==> src/rtl/mmio_responder_pkg.sv <==
// Shared definitions for the MMIO responder: IO page offsets, pin widths, KEY entry layout.
// The timer-related offsets are decoded only when MMIO_TIMER_EN is defined.
package mmio_responder_pkg;

  localparam int SW_W        = 24;
  localparam int BTN_W       = 5;
  localparam int IN_W        = SW_W + BTN_W;

  localparam int KEY_IDX_W     = 3;
  localparam int KEY_VLD_BIT   = 31;
  localparam int KSTAT_CNT_W   = 5;
  localparam int KSTAT_OVF_BIT = 8;

  localparam logic [9:0] ADDR_LED        = 10'h000;
  localparam logic [9:0] ADDR_SEG        = 10'h010;
  localparam logic [9:0] ADDR_SW         = 10'h020;
  localparam logic [9:0] ADDR_KEY        = 10'h030;
  localparam logic [9:0] ADDR_KEY_STAT   = 10'h034;
  localparam logic [9:0] ADDR_TIMER      = 10'h040;
  localparam logic [9:0] ADDR_TIMER_CMP  = 10'h044;
  localparam logic [9:0] ADDR_TIMER_STAT = 10'h048;

  localparam logic [31:0] TIMER_CMP_RST = 32'hFFFF_FFFF;

  typedef logic [KEY_IDX_W-1:0] key_idx_t;

  // Index of the lowest set bit; 0 when the vector is empty.
  function automatic key_idx_t lowest_set(input logic [BTN_W-1:0] v);
    lowest_set = '0;
    for (int i = BTN_W - 1; i >= 0; i--) begin
      if (v[i]) lowest_set = key_idx_t'(i);
    end
  endfunction

endpackage

==> src/rtl/mmio_responder_if.sv <==
// CPU-side IO page bus: load/store strobes, byte offset, store data and combinational load data.
// No handshake; a strobe is acted on in the cycle it is high.
interface mmio_responder_if;
  logic        IORead;
  logic        IOWrite;
  logic [9:0]  addr_low;
  logic [31:0] wdata;
  logic [31:0] rdata;

  modport master (output IORead, output IOWrite, output addr_low, output wdata, input rdata);
  modport slave  (input IORead, input IOWrite, input addr_low, input wdata, output rdata);
endinterface

==> src/rtl/mmio_responder_io_debouncer.sv <==
// Two-flop synchronizer plus prescaled sampling; a bit follows its input once two consecutive
// samples agree. Latency 2 cycles plus 2-3 prescaler periods; no backpressure.
module io_debouncer #(
  parameter int WIDTH           = 29,
  parameter int DEBOUNCE_CYCLES = 20000
) (
  input  logic             clock,
  input  logic             reset,
  input  logic [WIDTH-1:0] raw_in,
  output logic [WIDTH-1:0] deb_out
);

  localparam int PW = (DEBOUNCE_CYCLES > 1) ? $clog2(DEBOUNCE_CYCLES) : 1;

  logic [WIDTH-1:0] sync1_q, sync1_d, sync2_q, sync2_d;
  logic [WIDTH-1:0] sample_q, sample_d, deb_q, deb_d;
  logic [PW-1:0]    presc_q, presc_d;
  logic             tick;
  logic [WIDTH-1:0] agree;

  always_comb begin
    sync1_d  = raw_in;
    sync2_d  = sync1_q;
    tick     = (presc_q == PW'(DEBOUNCE_CYCLES - 1));
    presc_d  = tick ? '0 : presc_q + PW'(1);
    agree    = ~(sync2_q ^ sample_q);
    sample_d = sample_q;
    deb_d    = deb_q;
    if (tick) begin
      sample_d = sync2_q;
      deb_d    = (deb_q & ~agree) | (sync2_q & agree);
    end
  end

  always_ff @(posedge clock or posedge reset) begin
    if (reset) begin
      sync1_q  <= '0;
      sync2_q  <= '0;
      sample_q <= '0;
      deb_q    <= '0;
      presc_q  <= '0;
    end else begin
      sync1_q  <= sync1_d;
      sync2_q  <= sync2_d;
      sample_q <= sample_d;
      deb_q    <= deb_d;
      presc_q  <= presc_d;
    end
  end

  assign deb_out = deb_q;

endmodule

==> src/rtl/mmio_responder.sv <==
// IO page responder: LED/SEG registers, debounced switches, button-event FIFO and (with
// MMIO_TIMER_EN) a compare timer. rdata is combinational; writes/pops take effect next cycle.
module mmio_responder
  import mmio_responder_pkg::*;
#(
  parameter int DEBOUNCE_CYCLES = 20000,
  parameter int KEY_FIFO_DEPTH  = 4
) (
  input  logic             clock,
  input  logic             reset,
  mmio_responder_if.slave  bus,
  input  logic [SW_W-1:0]  switch_in,
  input  logic [BTN_W-1:0] button_in,
  output logic [23:0]      led_out,
  output logic [31:0]      seg_out,
  output logic             timer_irq
);

  localparam int PTR_W = (KEY_FIFO_DEPTH > 1) ? $clog2(KEY_FIFO_DEPTH) : 1;

  logic [IN_W-1:0]  deb;
  logic [SW_W-1:0]  sw_deb;
  logic [BTN_W-1:0] btn_deb;

  io_debouncer #(
    .WIDTH           (IN_W),
    .DEBOUNCE_CYCLES (DEBOUNCE_CYCLES)
  ) u_io_debouncer (
    .clock   (clock),
    .reset   (reset),
    .raw_in  ({button_in, switch_in}),
    .deb_out (deb)
  );

  assign sw_deb  = deb[SW_W-1:0];
  assign btn_deb = deb[IN_W-1:SW_W];

  // A simultaneous write wins; the read side (KEY pop) is suppressed.
  logic wr_en, rd_en;
  assign wr_en = bus.IOWrite;
  assign rd_en = bus.IORead & ~bus.IOWrite;

  logic [23:0]            led_q, led_d;
  logic [31:0]            seg_q, seg_d;
  logic [BTN_W-1:0]       btn_prev_q, btn_prev_d, pending_q, pending_d;
  key_idx_t               mem_q [KEY_FIFO_DEPTH];
  key_idx_t               mem_d [KEY_FIFO_DEPTH];
  logic [PTR_W-1:0]       wr_ptr_q, wr_ptr_d, rd_ptr_q, rd_ptr_d;
  logic [KSTAT_CNT_W-1:0] count_q, count_d;
  logic                   ovf_q, ovf_d;

  logic     empty, full, push_req, push, pop, drop;
  key_idx_t push_idx, head;

  always_comb begin
    empty    = (count_q == '0);
    full     = (count_q == KSTAT_CNT_W'(KEY_FIFO_DEPTH));
    head     = mem_q[rd_ptr_q];
    push_req = |pending_q;
    push_idx = lowest_set(pending_q);
    pop      = rd_en && (bus.addr_low == ADDR_KEY) && !empty;
    push     = push_req && (!full || pop);
    drop     = push_req && full && !pop;
  end

  always_comb begin
    led_d = led_q;
    seg_d = seg_q;
    if (wr_en && bus.addr_low == ADDR_LED) led_d = bus.wdata[23:0];
    if (wr_en && bus.addr_low == ADDR_SEG) seg_d = bus.wdata;

    // The serviced pending bit clears whether it was queued or dropped.
    btn_prev_d = btn_deb;
    pending_d  = pending_q;
    if (push_req) pending_d[push_idx] = 1'b0;
    pending_d = pending_d | (btn_deb & ~btn_prev_q);

    mem_d    = mem_q;
    wr_ptr_d = wr_ptr_q;
    rd_ptr_d = rd_ptr_q;
    count_d  = count_q;
    if (push) begin
      mem_d[wr_ptr_q] = push_idx;
      wr_ptr_d        = wr_ptr_q + PTR_W'(1);
    end
    if (pop) rd_ptr_d = rd_ptr_q + PTR_W'(1);
    if (push && !pop) count_d = count_q + KSTAT_CNT_W'(1);
    else if (pop && !push) count_d = count_q - KSTAT_CNT_W'(1);

    ovf_d = (ovf_q && !(wr_en && bus.addr_low == ADDR_KEY_STAT)) || drop;
  end

  always_ff @(posedge clock or posedge reset) begin
    if (reset) begin
      led_q      <= '0;
      seg_q      <= '0;
      btn_prev_q <= '0;
      pending_q  <= '0;
      for (int i = 0; i < KEY_FIFO_DEPTH; i++) mem_q[i] <= '0;
      wr_ptr_q   <= '0;
      rd_ptr_q   <= '0;
      count_q    <= '0;
      ovf_q      <= 1'b0;
    end else begin
      led_q      <= led_d;
      seg_q      <= seg_d;
      btn_prev_q <= btn_prev_d;
      pending_q  <= pending_d;
      mem_q      <= mem_d;
      wr_ptr_q   <= wr_ptr_d;
      rd_ptr_q   <= rd_ptr_d;
      count_q    <= count_d;
      ovf_q      <= ovf_d;
    end
  end

`ifdef MMIO_TIMER_EN
  logic [31:0] timer_q, timer_d, cmp_q, cmp_d;
  logic        flag_q, flag_d;

  always_comb begin
    timer_d = timer_q + 32'd1;
    cmp_d   = cmp_q;
    if (wr_en && bus.addr_low == ADDR_TIMER)     timer_d = bus.wdata;
    if (wr_en && bus.addr_low == ADDR_TIMER_CMP) cmp_d   = bus.wdata;
    // Compare the value the timer takes at this edge, so the flag rises with the matching count.
    flag_d = (timer_d == cmp_q) || (flag_q && !(wr_en && bus.addr_low == ADDR_TIMER_STAT));
  end

  always_ff @(posedge clock or posedge reset) begin
    if (reset) begin
      timer_q <= '0;
      cmp_q   <= TIMER_CMP_RST;
      flag_q  <= 1'b0;
    end else begin
      timer_q <= timer_d;
      cmp_q   <= cmp_d;
      flag_q  <= flag_d;
    end
  end

  assign timer_irq = flag_q;
`else
  assign timer_irq = 1'b0;
`endif

  logic [31:0] rdata_c;

  always_comb begin
    rdata_c = '0;
    case (bus.addr_low)
      ADDR_LED: rdata_c = {8'h00, led_q};
      ADDR_SEG: rdata_c = seg_q;
      ADDR_SW:  rdata_c = {8'h00, sw_deb};
      ADDR_KEY: begin
        if (!empty) begin
          rdata_c[KEY_VLD_BIT]     = 1'b1;
          rdata_c[KEY_IDX_W-1:0]   = head;
        end
      end
      ADDR_KEY_STAT: begin
        rdata_c[KSTAT_CNT_W-1:0] = count_q;
        rdata_c[KSTAT_OVF_BIT]   = ovf_q;
      end
`ifdef MMIO_TIMER_EN
      ADDR_TIMER:      rdata_c = timer_q;
      ADDR_TIMER_CMP:  rdata_c = cmp_q;
      ADDR_TIMER_STAT: rdata_c = {31'd0, flag_q};
`endif
      default: rdata_c = '0;
    endcase
  end

  assign bus.rdata = rdata_c;
  assign led_out   = led_q;
  assign seg_out   = seg_q;

endmodule

==> src/flat_wrapper.sv <==
// flat-port wrapper written by rule: the top's interface ports become plain ports
module mmio_responder_flat import mmio_responder_pkg::*;
#(
  parameter int DEBOUNCE_CYCLES = 20000,
  parameter int KEY_FIFO_DEPTH  = 4
)
  (clock, reset, switch_in, button_in, led_out, seg_out, timer_irq, bus_IORead, bus_IOWrite, bus_addr_low, bus_wdata, bus_rdata);
  mmio_responder_if bus_i ();
  input  logic clock;
  input  logic reset;
  input  logic [SW_W-1:0] switch_in;
  input  logic [BTN_W-1:0] button_in;
  output logic [23:0] led_out;
  output logic [31:0] seg_out;
  output logic timer_irq;
  input wire logic [$bits(bus_i.IORead)-1:0] bus_IORead;
  input wire logic [$bits(bus_i.IOWrite)-1:0] bus_IOWrite;
  input wire logic [$bits(bus_i.addr_low)-1:0] bus_addr_low;
  input wire logic [$bits(bus_i.wdata)-1:0] bus_wdata;
  output wire logic [$bits(bus_i.rdata)-1:0] bus_rdata;
  assign bus_i.IORead = bus_IORead;
  assign bus_i.IOWrite = bus_IOWrite;
  assign bus_i.addr_low = bus_addr_low;
  assign bus_i.wdata = bus_wdata;
  assign bus_rdata = bus_i.rdata;
  mmio_responder #(.DEBOUNCE_CYCLES(DEBOUNCE_CYCLES), .KEY_FIFO_DEPTH(KEY_FIFO_DEPTH)) u_core (.clock(clock), .reset(reset), .bus(bus_i), .switch_in(switch_in), .button_in(button_in), .led_out(led_out), .seg_out(seg_out), .timer_irq(timer_irq));
endmodule
==> config.mk <==
export PLATFORM = sky130hd
export DESIGN_NAME = mmio_responder_flat
export DESIGN_NICKNAME = d
export VERILOG_FILES = /design/src/rtl/mmio_responder_pkg.sv /design/src/rtl/mmio_responder_if.sv /design/src/rtl/mmio_responder_io_debouncer.sv /design/src/rtl/mmio_responder.sv /design/src/flat_wrapper.sv
export SDC_FILE = /design/constraint.sdc
export NUM_CORES = 1
export LEC_CHECK = 0
export ABC_CLOCK_PERIOD_IN_PS = 20300
export CAP_MARGIN = 10
export CORE_UTILIZATION = 56
export CTS_BUF_LIST = sky130_fd_sc_hd__clkbuf_4 sky130_fd_sc_hd__clkbuf_8 sky130_fd_sc_hd__clkbuf_16
export DETAILED_ROUTE_END_ITERATION = 12
export HOLD_SLACK_MARGIN = 0.15
export PLACE_DENSITY = 0.85
export SYNTH_ARGS = -nofsm -noshare
export SYNTH_HDL_FRONTEND = slang
export SYNTH_SLANG_ARGS = --single-unit
export TNS_END_PERCENT = 50
==> constraint.sdc <==
create_clock -name clock -period 20.3 [get_ports clock]
set_clock_uncertainty 0.1 [all_clocks]
set_input_delay 4.06 -clock clock [delete_from_list [all_inputs] [get_ports clock]]
set_output_delay 4.06 -clock clock [all_outputs]
set_load 0.03 [all_outputs]
[Word-level counts from Yosys, hierarchy flattened]
Index checks and enable logic that the tools add are counted.
Storage, ports and cells
  register bits: 219
  word-level logic and storage cells: 97
  output and inout bits: 89
Cells by class
  bitwise gates (word level): 15
  reduce and logical (&&, ||, !) cells: 24
  magnitude comparators: 5
  add/sub/neg operators: 5
  multiplexer cells: 25
  equal/unequal tests: 6
Operators by type and width (number)
  case mux 22 bit (3 select lines): 1
  AND 29 bit: 2
  inverter 29 bit: 2
  equality test 10 x 6 -> 1 bit (second input constant): 3
  OR 29 bit: 1
  bitwise XOR 29 bit: 1
  two-way mux 3 bit: 9
  adder 15 x 1 -> 15 bit (second input constant): 1
  equality test 15 bit (second input constant): 1
  two-way mux 15 bit: 1
  two-way mux 5 bit: 3
  case mux 3 bit (5 select lines): 1
  logical AND 1 bit: 13
  bitwise mux 12 bit: 1
  AND 5 bit: 2
  equality test 10 x 5 -> 1 bit (second input constant): 1
  logical NOT 10 bit: 1
  inverter 5 bit: 2
  case mux 3 bit (3 select lines): 1
  case mux 2 bit (4 select lines): 1
  binary-select mux 3 bit (select 2 bit): 1
  demux 3 bit (select 2 bit): 1
  greater-or-equal comparator 3 bit (second input constant): 2
  inverter 2 -> 3 bit: 2
  19 further kinds: 26

[Longest topological paths before layout]
Gate-level depths: netlist of run 1.
  depth in word-level cells: 13
  mapped depth: 12
  gate-level depth less buffers: 11

[Cells and area by module]
From an unflattened synthesis of run 1, not the netlist that was laid out.
Unflattened totals
  cell total of the unflattened synthesis: 778
  area total of the unflattened synthesis: 9117.5 µm²
Modules (own cells, without submodules)
  io_debouncer: sequential area each 3278.1 µm², cells each 371, area an instance 4598.2 µm², instances 1
  mmio_responder: sequential area each 2202.1 µm², cells each 407, area an instance 4519.3 µm², instances 1

[Worst setup path after synthesis of run 1]
OpenSTA, ideal clock, no wires.
  path type: input port to output port
  start: input bus_addr_low[0]
  end: output bus_rdata[14]
  required time: 16.140 ns
  path buffers: 1
  arrival time: 5.721 ns
  setup slack: 10.419 ns
  stages on the path: 5
  path through: or4_4 nor4_2 clkbuf_1 and2_1 a221o_1
Between the ends
  longest elaborated chain between the ends: 2
  elaborated cells between the ends (all ways): 4
  classes of those cells: eq/ne: 2; mux: 1; reduce/logical: 1
RTL lines
  start, declared: line flat_wrapper.sv:18  | input wire logic [$bits(bus_i.addr_low)-1:0] bus_addr_low;
  equality test 10 x 6 -> 1 bit (tied with other cells): line mmio_responder.sv:151  | case (bus.addr_low)
  case mux 22 bit (3 select lines) (*): line mmio_responder.sv:151
  end, declared: line flat_wrapper.sv:20  | output wire logic [$bits(bus_i.rdata)-1:0] bus_rdata;
Mark *: on every way between the ends. The rest lies on a longest branch, timed or not.

[Final worst setup path of run 1]
  start: input bus_addr_low[4]
  end: output bus_rdata[0]
Between the ends
  longest elaborated chain between the ends: 2
  elaborated cells between the ends (all ways): 6
  classes of those cells: eq/ne: 4; mux: 1; reduce/logical: 1
RTL lines (line)
  equality test 10 x 6 -> 1 bit (tied with other cells): mmio_responder.sv:151
  case mux 3 bit (5 select lines) (*): mmio_responder.sv:151
Marked as above.

==> impl_metrics.toml, run 1 <==
[outcome]
status = "finished clean"

[timing]
setup_viol = 0
fin_tns_setup_ps = 0
hold_violations = 0
rsz0062_at_grt = "false"
relSlewSlack = 0.2839
timing.final.crit_share = 0.5514
fmax_mhz = 89.34
worst_slack_ps = 9106
tightest_slew_ps = 1074
hold_ws_ps = 246.7
finalCriticalPeriod_ps = 11190
finalMaxSlewViolations = 0

[placement]
io_buffers = 162
dp_hpwl_um = 14190
gp_congestion = 0.9167
pre_cts_ws_ps = 8951

[final_layout]
final_cell_mix = "dfrtp_1 (219), clkdlybuf4s50_1 (162), a21oi_1 (65), o21ai_0 (64), nand2_1 (44)"
nets = 963
diodes = 0
syn_to_final_growth_pct = 29.24
utilization = 0.7424
num-fill-cells = 960
layout_commonest_cell = "dfrtp_1"
drive_gt1_frac = 0.1030
seqCellArea_sq_um = 5480
multiInputGateArea_sq_um = 2984

[clocking]
cts_buffers = 22
htree_levels = 1
post_cts_resized = 0
cts.sinks = 219
clockBufferDepth = 3
insertion_delay_ps = 500
post_cts_buffers = 0
cts_root_buf = "clkbuf_16"
cts_tree = "done"
clk_pin_slew_ps = 60
hold_buffers = 0

[grt]
grt.total_usage = 0.2617
grt_pass1_wl_um = 33130
grt-ovfl-total = 0
grt_max_degree = 134
grt_pass1_vias = 6418
antenna_found_initial = 1

[detailed_routing]
drtIter0Drc = 506
vias = 6302
drt_wl_total_um = 20530
antenna_left = 0
via_per_inst = 5.708
dr.pass1.iters = 4
post_drt_wl_per_cell_um = 18.60
post-route-drc-count = 0

[min_path]
hp-class = "flip-flop to flip-flop"
min_from = "u_core.u_io_debouncer.sync1_q[28]$_DFF_PP0_"
hold_depth = 0
whs_endpoint = "u_core.u_io_debouncer.sync2_q[28]$_DFF_PP0_"

[setup_path]
cp_max_fo = 11
endpoint_kind = "primary output"
critPathMaxStageDelay_ps = 760
crit_buf_inv = 2
path_cells = "clkdlybuf4s50_1, or3b_2, nor3_1, and4_1, a221o_1, clkdlybuf4s50_1"
worstPathRequired_ps = 16140
critPathKind = "input pin to primary output"
cpLargestDelayFamily = "simple AND/OR/NAND/NOR gates"
r2r_end = "u_core.count_q[4]$_DFFE_PP0P_"
crit_slowest_cell = "nor3_1"
worst_ep_arrival_time_ps = 7030
startpoint_type = "input pin"
crit_top_cell = "clkdlybuf4s50_1"
r2r_cells = 11
r2r_slack_ps = 16720
timing.rr.start = "u_core.count_q[0]$_DFFE_PP0P_"
critPathLaunch = "bus_addr_low[4]"

[power]
pwr_density_cell_nw_per_um2 = 78.71
power.leakage_nw = 5.135
vdd_drop_max_mv = 0.06868

[die]
die_h_um = 127.1
start_util = 0.5744
boundaryPins = 164
std_cell_rows = 45
dieArea_sq_um = 16160
die_w_um = 127.1
coreArea_sq_um = 15260

[logic_synthesis]
synth_nets = 802
synth-seq-cells = 219
synth-edff-count = 0
ys.flop_type = "dfrtp_1"
syn_avg_cell_area_sq_um = 12.22
syn_inst = 717
ys_async_sr_fraction = 1.000
syn-cell-area_sq_um = 8765
ys_seq_area_frac = 0.6253
yosys_warnings = 0
synth_cell_types = 54

[run]
drv.max_cap_violation_count = 0
[through the flow]
step	std cells	instance area, sq um	power (mW)
6_report	1104	11330	0.8916
5_1_grt	1104	11330	0.9197
4_1_cts	1103	11310	0.8975
3_5_place_dp	1064	10570	0.4943
3_3_place_gp	1064	10570	0.4926
2_1_floorplan	717	8765	0.4700
[synth_stat cells, types with 2 or more instances]
cell type	number	area, sq um
a211oi_1	2	15.01
a21oi_1	65	325.3
a221o_1	21	210.2
a22o_1	11	96.34
a22oi_1	7	52.55
a2bb2oi_1	4	35.03
and2_1	21	131.4
and3_1	8	50.05
and4_1	5	43.79
buf_1	3	11.26
buf_2	3	15.01
buf_4	3	22.52
clkbuf_1	23	86.33
dfrtp_1	219	5480
ha_1	9	112.6
inv_1	44	165.2
mux2_1	23	259.0
mux2_2	34	382.9
mux2i_1	2	20.02
mux4_2	3	67.56
nand2_1	44	165.2
nand2b_1	3	18.77
nand3_1	9	45.04
nand4_1	7	43.79
nor2_1	14	52.55
nor2b_1	3	18.77
nor3_1	7	35.03
nor4_1	4	25.02
nor4bb_1	2	20.02
o211ai_1	4	30.03
o21ai_0	64	320.3
o22ai_1	2	12.51
o2bb2ai_1	6	52.55
or2_2	2	12.51
xnor2_1	12	105.1
xor2_1	6	52.55
[worst register-to-register path: stages, from the launching register on]
cell and delay (ps):
dfrtp_1 440, nor4_1 500, nand2_1 250, o21ai_0 490, inv_1 100, ha_1 260
inv_1 160, ha_1 290, nor2b_1 140, o21a_1 210, o211a_1 210, a311o_1 310
[area by class of cell]
cell class	count	area share
Clock buffer	34	0.06086
Clock inverter	5	0.004971
Inverter	44	0.01524
Multi-Input combinational cell	422	0.2634
Sequential cell	219	0.4838
Tap cell	211	0.02331
Timing Repair Buffer	169	0.1483
[worst max path at each step]
| stage | endpoint | slack [ps] | cells past startpoint |
|---|---|---|---|
| 2_1_floorplan | async pin | 10150 | 1 |
| 3_3_place_gp | bus_rdata[18] | 9200 | 6 |
| 3_5_place_dp | bus_rdata[17] | 8950 | 6 |
| 4_1_cts | bus_rdata[17] | 8910 | 6 |
| 5_1_grt | bus_rdata[0] | 8900 | 6 |
| 6_report | bus_rdata[0] | 9110 | 6 |
[where the power goes]
group	internal, mW	switching [mW]
logic	0.0181	0.0202
registers	0.444	0.00366
clock network	0.247	0.159
[kinds of logic (layout without fill, tap and decap cells)]
kind of cell / Yosys count / count (layout) / synth area share
flops: 219 / 219 / 0.6253
simple gates: 138 / 138 / 0.08580
compound gates: 193 / 193 / 0.1379
fa+ha+maj: 10 / 10 / 0.01513
other cells: 1 / 1 / 0.0004279
xor+xnor: 18 / 18 / 0.01799
buf+inv: 76 / 252 / 0.03426
mux: 62 / 62 / 0.08323
[per-layer routing]
metal,global-route usage,part of all wire
met5,0,0.00063
met4,0.1071,0.033
met3,0.04648,0.072
met2,0.4347,0.49
met1,0.3447,0.41
Power figures use the tool's default switching activity.
==> run 2, diff against run 1 <==
--- a/config.mk
+++ b/config.mk
@@ -5,13 +5,13 @@
 export SDC_FILE = /design/constraint.sdc
 export NUM_CORES = 1
 export LEC_CHECK = 0
-export ABC_CLOCK_PERIOD_IN_PS = 20300
+export ABC_CLOCK_PERIOD_IN_PS = 10310
 export CAP_MARGIN = 10
-export CORE_UTILIZATION = 56
+export CORE_UTILIZATION = 52
 export CTS_BUF_LIST = sky130_fd_sc_hd__clkbuf_4 sky130_fd_sc_hd__clkbuf_8 sky130_fd_sc_hd__clkbuf_16
 export DETAILED_ROUTE_END_ITERATION = 12
 export HOLD_SLACK_MARGIN = 0.15
-export PLACE_DENSITY = 0.85
+export PLACE_DENSITY = 0.8
 export SYNTH_ARGS = -nofsm -noshare
 export SYNTH_HDL_FRONTEND = slang
 export SYNTH_SLANG_ARGS = --single-unit
==> constraint.sdc (replaced) <==
create_clock -name clock -period 10.31 [get_ports clock]
set_clock_uncertainty 0.1 [all_clocks]
set_input_delay 2.062 -clock clock [delete_from_list [all_inputs] [get_ports clock]]
set_output_delay 2.062 -clock clock [all_outputs]
set_load 0.03 [all_outputs]
==> run 2 against run 1 <==
  * Clock power increased by 100%
  * Routed wire length shrank 3.0%
  * Largest cell class unchanged
  * Total power grew 100%
  * Critical endpoint unchanged
==> impl_metrics.toml, run 2 (same netlist as run 1, synthesis figures left out) <==
[outcome]
status = "finished clean"

[final_layout]
layout_commonest_cell = "dfrtp_1"
utilization = 0.6887
syn_to_final_growth_pct = 29.84
nets = 965
num-fill-cells = 1155
stdcell_count = 1118
seqCellArea_sq_um = 5480
multiInputGateArea_sq_um = 2984
final_cell_mix = "dfrtp_1 (219), clkdlybuf4s50_1 (162), a21oi_1 (65), o21ai_0 (64), nand2_1 (44)"
drive_gt1_frac = 0.1070

[setup_path]
crit_slowest_cell = "nor3_1"
crit_top_cell = "clkdlybuf4s50_1"
crit_buf_inv = 2
cpLargestDelayFamily = "simple AND/OR/NAND/NOR gates"
worstPathRequired_ps = 8150
worst_ep_arrival_time_ps = 5220
path_cells = "clkdlybuf4s50_1, or4_4, nor3_1, and4_1, a221o_1, clkdlybuf4s50_1"
cp_max_fo = 11
critPathMaxStageDelay_ps = 950
startpoint_type = "input pin"
critPathKind = "input pin to primary output"
r2r_slack_ps = 6610
endpoint_kind = "primary output"

[run]
drv.max_cap_violation_count = 0

[power]
pwr_density_cell_nw_per_um2 = 157.0
power.leakage_nw = 5.159
power.total_mw = 1.787
vdd_drop_max_mv = 0.1090

[die]
coreArea_sq_um = 16520
die_h_um = 131.8
start_util = 0.5304
boundaryPins = 164
die_w_um = 131.8
dieArea_sq_um = 17380
std_cell_rows = 47

[clocking]
hold_buffers = 0
cts_tree = "done"
cts_buffers = 23
cts.sinks = 219
htree_levels = 1
insertion_delay_ps = 510
post_cts_buffers = 0
cts_root_buf = "clkbuf_16"
post_cts_resized = 0
clk_pin_slew_ps = 60
clockBufferDepth = 3

[detailed_routing]
dr.pass1.iters = 7
antenna_left = 0
drt_wl_total_um = 19920
via_per_inst = 5.600
vias = 6261
drtIter0Drc = 410
post-route-drc-count = 0
post_drt_wl_per_cell_um = 17.81

[grt]
grt_pass1_wl_um = 32730
grt.total_usage = 0.2370
grt-ovfl-total = 0
grt_pass1_vias = 6316
grt_max_degree = 144
antenna_found_initial = 1

[timing]
finalCriticalPeriod_ps = 7381
finalMaxSlewViolations = 0
timing.final.crit_share = 0.7159
setup_viol = 0
fmax_mhz = 135.5
tightest_slew_ps = 1170
fin_tns_setup_ps = 0
hold_ws_ps = 243.7
rsz0062_at_grt = "false"
hold_violations = 0
relSlewSlack = 0.2143

[placement]
io_buffers = 162
gp_congestion = 0.9121
place_inst = 1075
dp_hpwl_um = 13470

[min_path]
hp-class = "flip-flop to flip-flop"
==> run 2: report_power, final <==
group	switching [mW]	total (mW)	internal [mW]
combinational	0.0389	0.0744	0.0355
clock	0.320	0.831	0.511
sequential	0.00707	0.882	0.875
total	0.366	1.79	1.42
==> run 2: final timing paths <==
kind                                                            startpoint                                    endpoint  depth (start not counted)
worst max-delay path                                       bus_addr_low[0]                                bus_rdata[0]                          6
worst min-delay path            u_core.u_io_debouncer.sync1_q[7]$_DFF_PP0_  u_core.u_io_debouncer.sync2_q[7]$_DFF_PP0_                          0
worst max register to register               u_core.count_q[0]$_DFFE_PP0P_               u_core.count_q[4]$_DFFE_PP0P_                         11
worst min register to register  u_core.u_io_debouncer.sync1_q[7]$_DFF_PP0_  u_core.u_io_debouncer.sync2_q[7]$_DFF_PP0_                          0
max in group asynchronous                                            reset              u_core.seg_out[23]$_DFFE_PP0P_                          3
min in group asynchronous                                            reset  u_core.u_io_debouncer.sync1_q[7]$_DFF_PP0_                          2
==> run 2: cell type report <==
type                            instances  area share
Sequential cell                       219      0.4816
Multi-Input combinational cell        422      0.2622
Timing Repair Buffer                  170      0.1478
Clock buffer                           33     0.05992
Tap cell                              220     0.02419
Inverter                               44     0.01517
Clock inverter                          9    0.008906
Antenna cell                            1   0.0002199
==> run 2: worst reg2reg max path: cells and delay by family, from the launching register on <==
kind                     cells  cell delay, ps
AO/OA/AOI/OAI                4            1280
AND/OR/NAND/NOR              3             930
adder cells (fa/ha/maj)      2             560
flip-flops                   1             440
buffers and inverters        2             270
==> run 2: per-stage QoR <==
stage	setup slack [ps]	instance area (sq um)
after CTS	3046	11380
after global placement	3067	10590
final	2929	11380
after global routing	2844	11380
after detailed placement	3064	10590
after floorplan	2155	8765
==> run 2: metal layers <==
layer	vias up	share of wire	global-route usage
met5	-	0	0
met3	21	0.053	0.03614
met1	3169	0.45	0.3295
li1	2877	-	-
met4	0	0.013	0.07235
met2	194	0.49	0.3874
==> run 3, diff against run 2 <==
--- a/config.mk
+++ b/config.mk
@@ -5,7 +5,7 @@
 export SDC_FILE = /design/constraint.sdc
 export NUM_CORES = 1
 export LEC_CHECK = 0
-export ABC_CLOCK_PERIOD_IN_PS = 10310
+export ABC_CLOCK_PERIOD_IN_PS = 7690
 export CAP_MARGIN = 10
 export CORE_UTILIZATION = 52
 export CTS_BUF_LIST = sky130_fd_sc_hd__clkbuf_4 sky130_fd_sc_hd__clkbuf_8 sky130_fd_sc_hd__clkbuf_16
==> constraint.sdc (replaced) <==
create_clock -name clock -period 7.69 [get_ports clock]
set_clock_uncertainty 0.1 [all_clocks]
set_input_delay 1.538 -clock clock [delete_from_list [all_inputs] [get_ports clock]]
set_output_delay 1.538 -clock clock [all_outputs]
set_load 0.03 [all_outputs]
==> run 3 against run 2 <==
  * Combinational power increased by 34%
  * Setup slack got worse by 1600 ps
  * Routed wire length decreased by 0.97%
  * Clock power increased by 41%
  * Die area is the same
  * Cell count decreased by 0.18%
  * Non-clock buffer count did not move
  * Sequential share of layout area decreased by 0.13 points
  * Total power rose by 37%
  * Via count shrank 1.2%
  * Critical path type unchanged
  * Largest cell class unchanged
==> impl_metrics.toml, run 3 (same netlist as run 1, synthesis figures left out) <==
[final_layout]
final_cell_mix = "dfrtp_1 (219), clkdlybuf4s50_1 (162), a21oi_1 (65), o21ai_0 (64), nand2_1 (44)"
utilization = 0.6905
seqCellArea_sq_um = 5480
num-fill-cells = 1184
nets = 965
diodes = 0
syn_to_final_growth_pct = 30.18
multiInputGateArea_sq_um = 2984
drive_gt1_frac = 0.1060
layout_commonest_cell = "dfrtp_1"

[detailed_routing]
drtIter0Drc = 525
via_per_inst = 5.541
drt_wl_total_um = 19720
post-route-drc-count = 0
vias = 6184
antenna_left = 0
dr.pass1.iters = 5
post_drt_wl_per_cell_um = 17.67

[setup_path]
cp_max_fo = 11
worstPathRequired_ps = 6050
critPathKind = "input pin to primary output"
startpoint_type = "input pin"
endpoint_kind = "primary output"
worst_ep_arrival_time_ps = 4680

[clocking]
cts_buffers = 23
hold_buffers = 0
post_cts_buffers = 0
cts.sinks = 219
insertion_delay_ps = 500
clk_pin_slew_ps = 60
cts_tree = "done"
clockBufferDepth = 3
post_cts_resized = 0
htree_levels = 1
cts_root_buf = "clkbuf_16"

[timing]
relSlewSlack = 0.2236
finalCriticalPeriod_ps = 6321
fmax_mhz = 158.2
tightest_slew_ps = 1156
rsz0062_at_grt = "false"
setup_viol = 0
finalMaxSlewViolations = 0
fin_tns_setup_ps = 0
timing.final.crit_share = 0.8220
hold_violations = 0

[die]
dieArea_sq_um = 17380
boundaryPins = 164
start_util = 0.5304
coreArea_sq_um = 16520
die_h_um = 131.8
std_cell_rows = 47
die_w_um = 131.8

[placement]
io_buffers = 162
gp_congestion = 0.9088
dp_hpwl_um = 13160

[grt]
antenna_found_initial = 0
grt_pass1_wl_um = 32640
grt.total_usage = 0.2349
grt_max_degree = 158
grt-ovfl-total = 0
grt_pass1_vias = 6266

[power]
power.leakage_nw = 5.176
pwr_density_cell_nw_per_um2 = 215.4
vdd_drop_max_mv = 0.1480

[run]
drv.max_cap_violation_count = 0

[min_path]
hp-class = "flip-flop to flip-flop"

[outcome]
status = "finished clean"
## run 3: report_power, final
part	switching (mW)	internal (mW)
combinational	0.0526	0.0476
clock	0.430	0.745
sequential	0.00972	1.17
## run 3: area by class of cell
class,instances,share of cell area
clock inverters,12,0.01656
flip-flops and latches,219,0.4803
clock buffers,29,0.05494
repair buffers,170,0.1474
inverters,44,0.01513
multi-input cells,422,0.2615
well taps,220,0.02413
## run 3: path summary, 6_finish.rpt
kind | start | endpoint | slack, ps | depth (start not counted)
min in group asynchronous | reset | u_core.u_io_debouncer.presc_q[7]$_DFF_PP0_ | 1570 | 2
worst min-delay path | u_core.u_io_debouncer.sync1_q[17]$_DFF_PP0_ | u_core.u_io_debouncer.sync2_q[17]$_DFF_PP0_ | 240 | 0
worst min register to register | u_core.u_io_debouncer.sync1_q[17]$_DFF_PP0_ | u_core.u_io_debouncer.sync2_q[17]$_DFF_PP0_ | 240 | 0
worst max-delay path | bus_addr_low[0] | bus_rdata[0] | 1370 | 6
max in group asynchronous | reset | u_core.u_io_debouncer.sync2_q[26]$_DFF_PP0_ | 4560 | 3
worst max register to register | u_core.count_q[0]$_DFFE_PP0P_ | u_core.count_q[4]$_DFFE_PP0P_ | 4040 | 11
## run 3: critical path: stages
cell and delay [ps]:
clkdlybuf4s50_1 420, or4_4 590, nor3_1 940, and4_1 370
a221o_1 140, clkdlybuf4s50_1 680
## run 3: per-stage QoR
stage          setup WS, ps  instances  hold WS [ps]  instance area, sq um  total power, mW
5_1_grt                1248       1116         250.8                 11410            2.536
2_1_floorplan         59.29        717         231.2                  8765            1.241
4_1_cts                1429       1116         247.7                 11410            2.480
3_5_place_dp           1479       1075         235.5                 10590            1.304
3_3_place_gp           1502       1075         232.7                 10590            1.302
6_report               1369       1116         242.5                 11410            2.457
## run 3: metal layers
layer | routed length [um] | share of wire | GRT usage
met5 | 0 | 0 | 0
met3 | 1282 | 0.065 | 0.04421
met1 | 8640 | 0.44 | 0.3288
met4 | 561 | 0.028 | 0.08527
met2 | 9236 | 0.47 | 0.3695
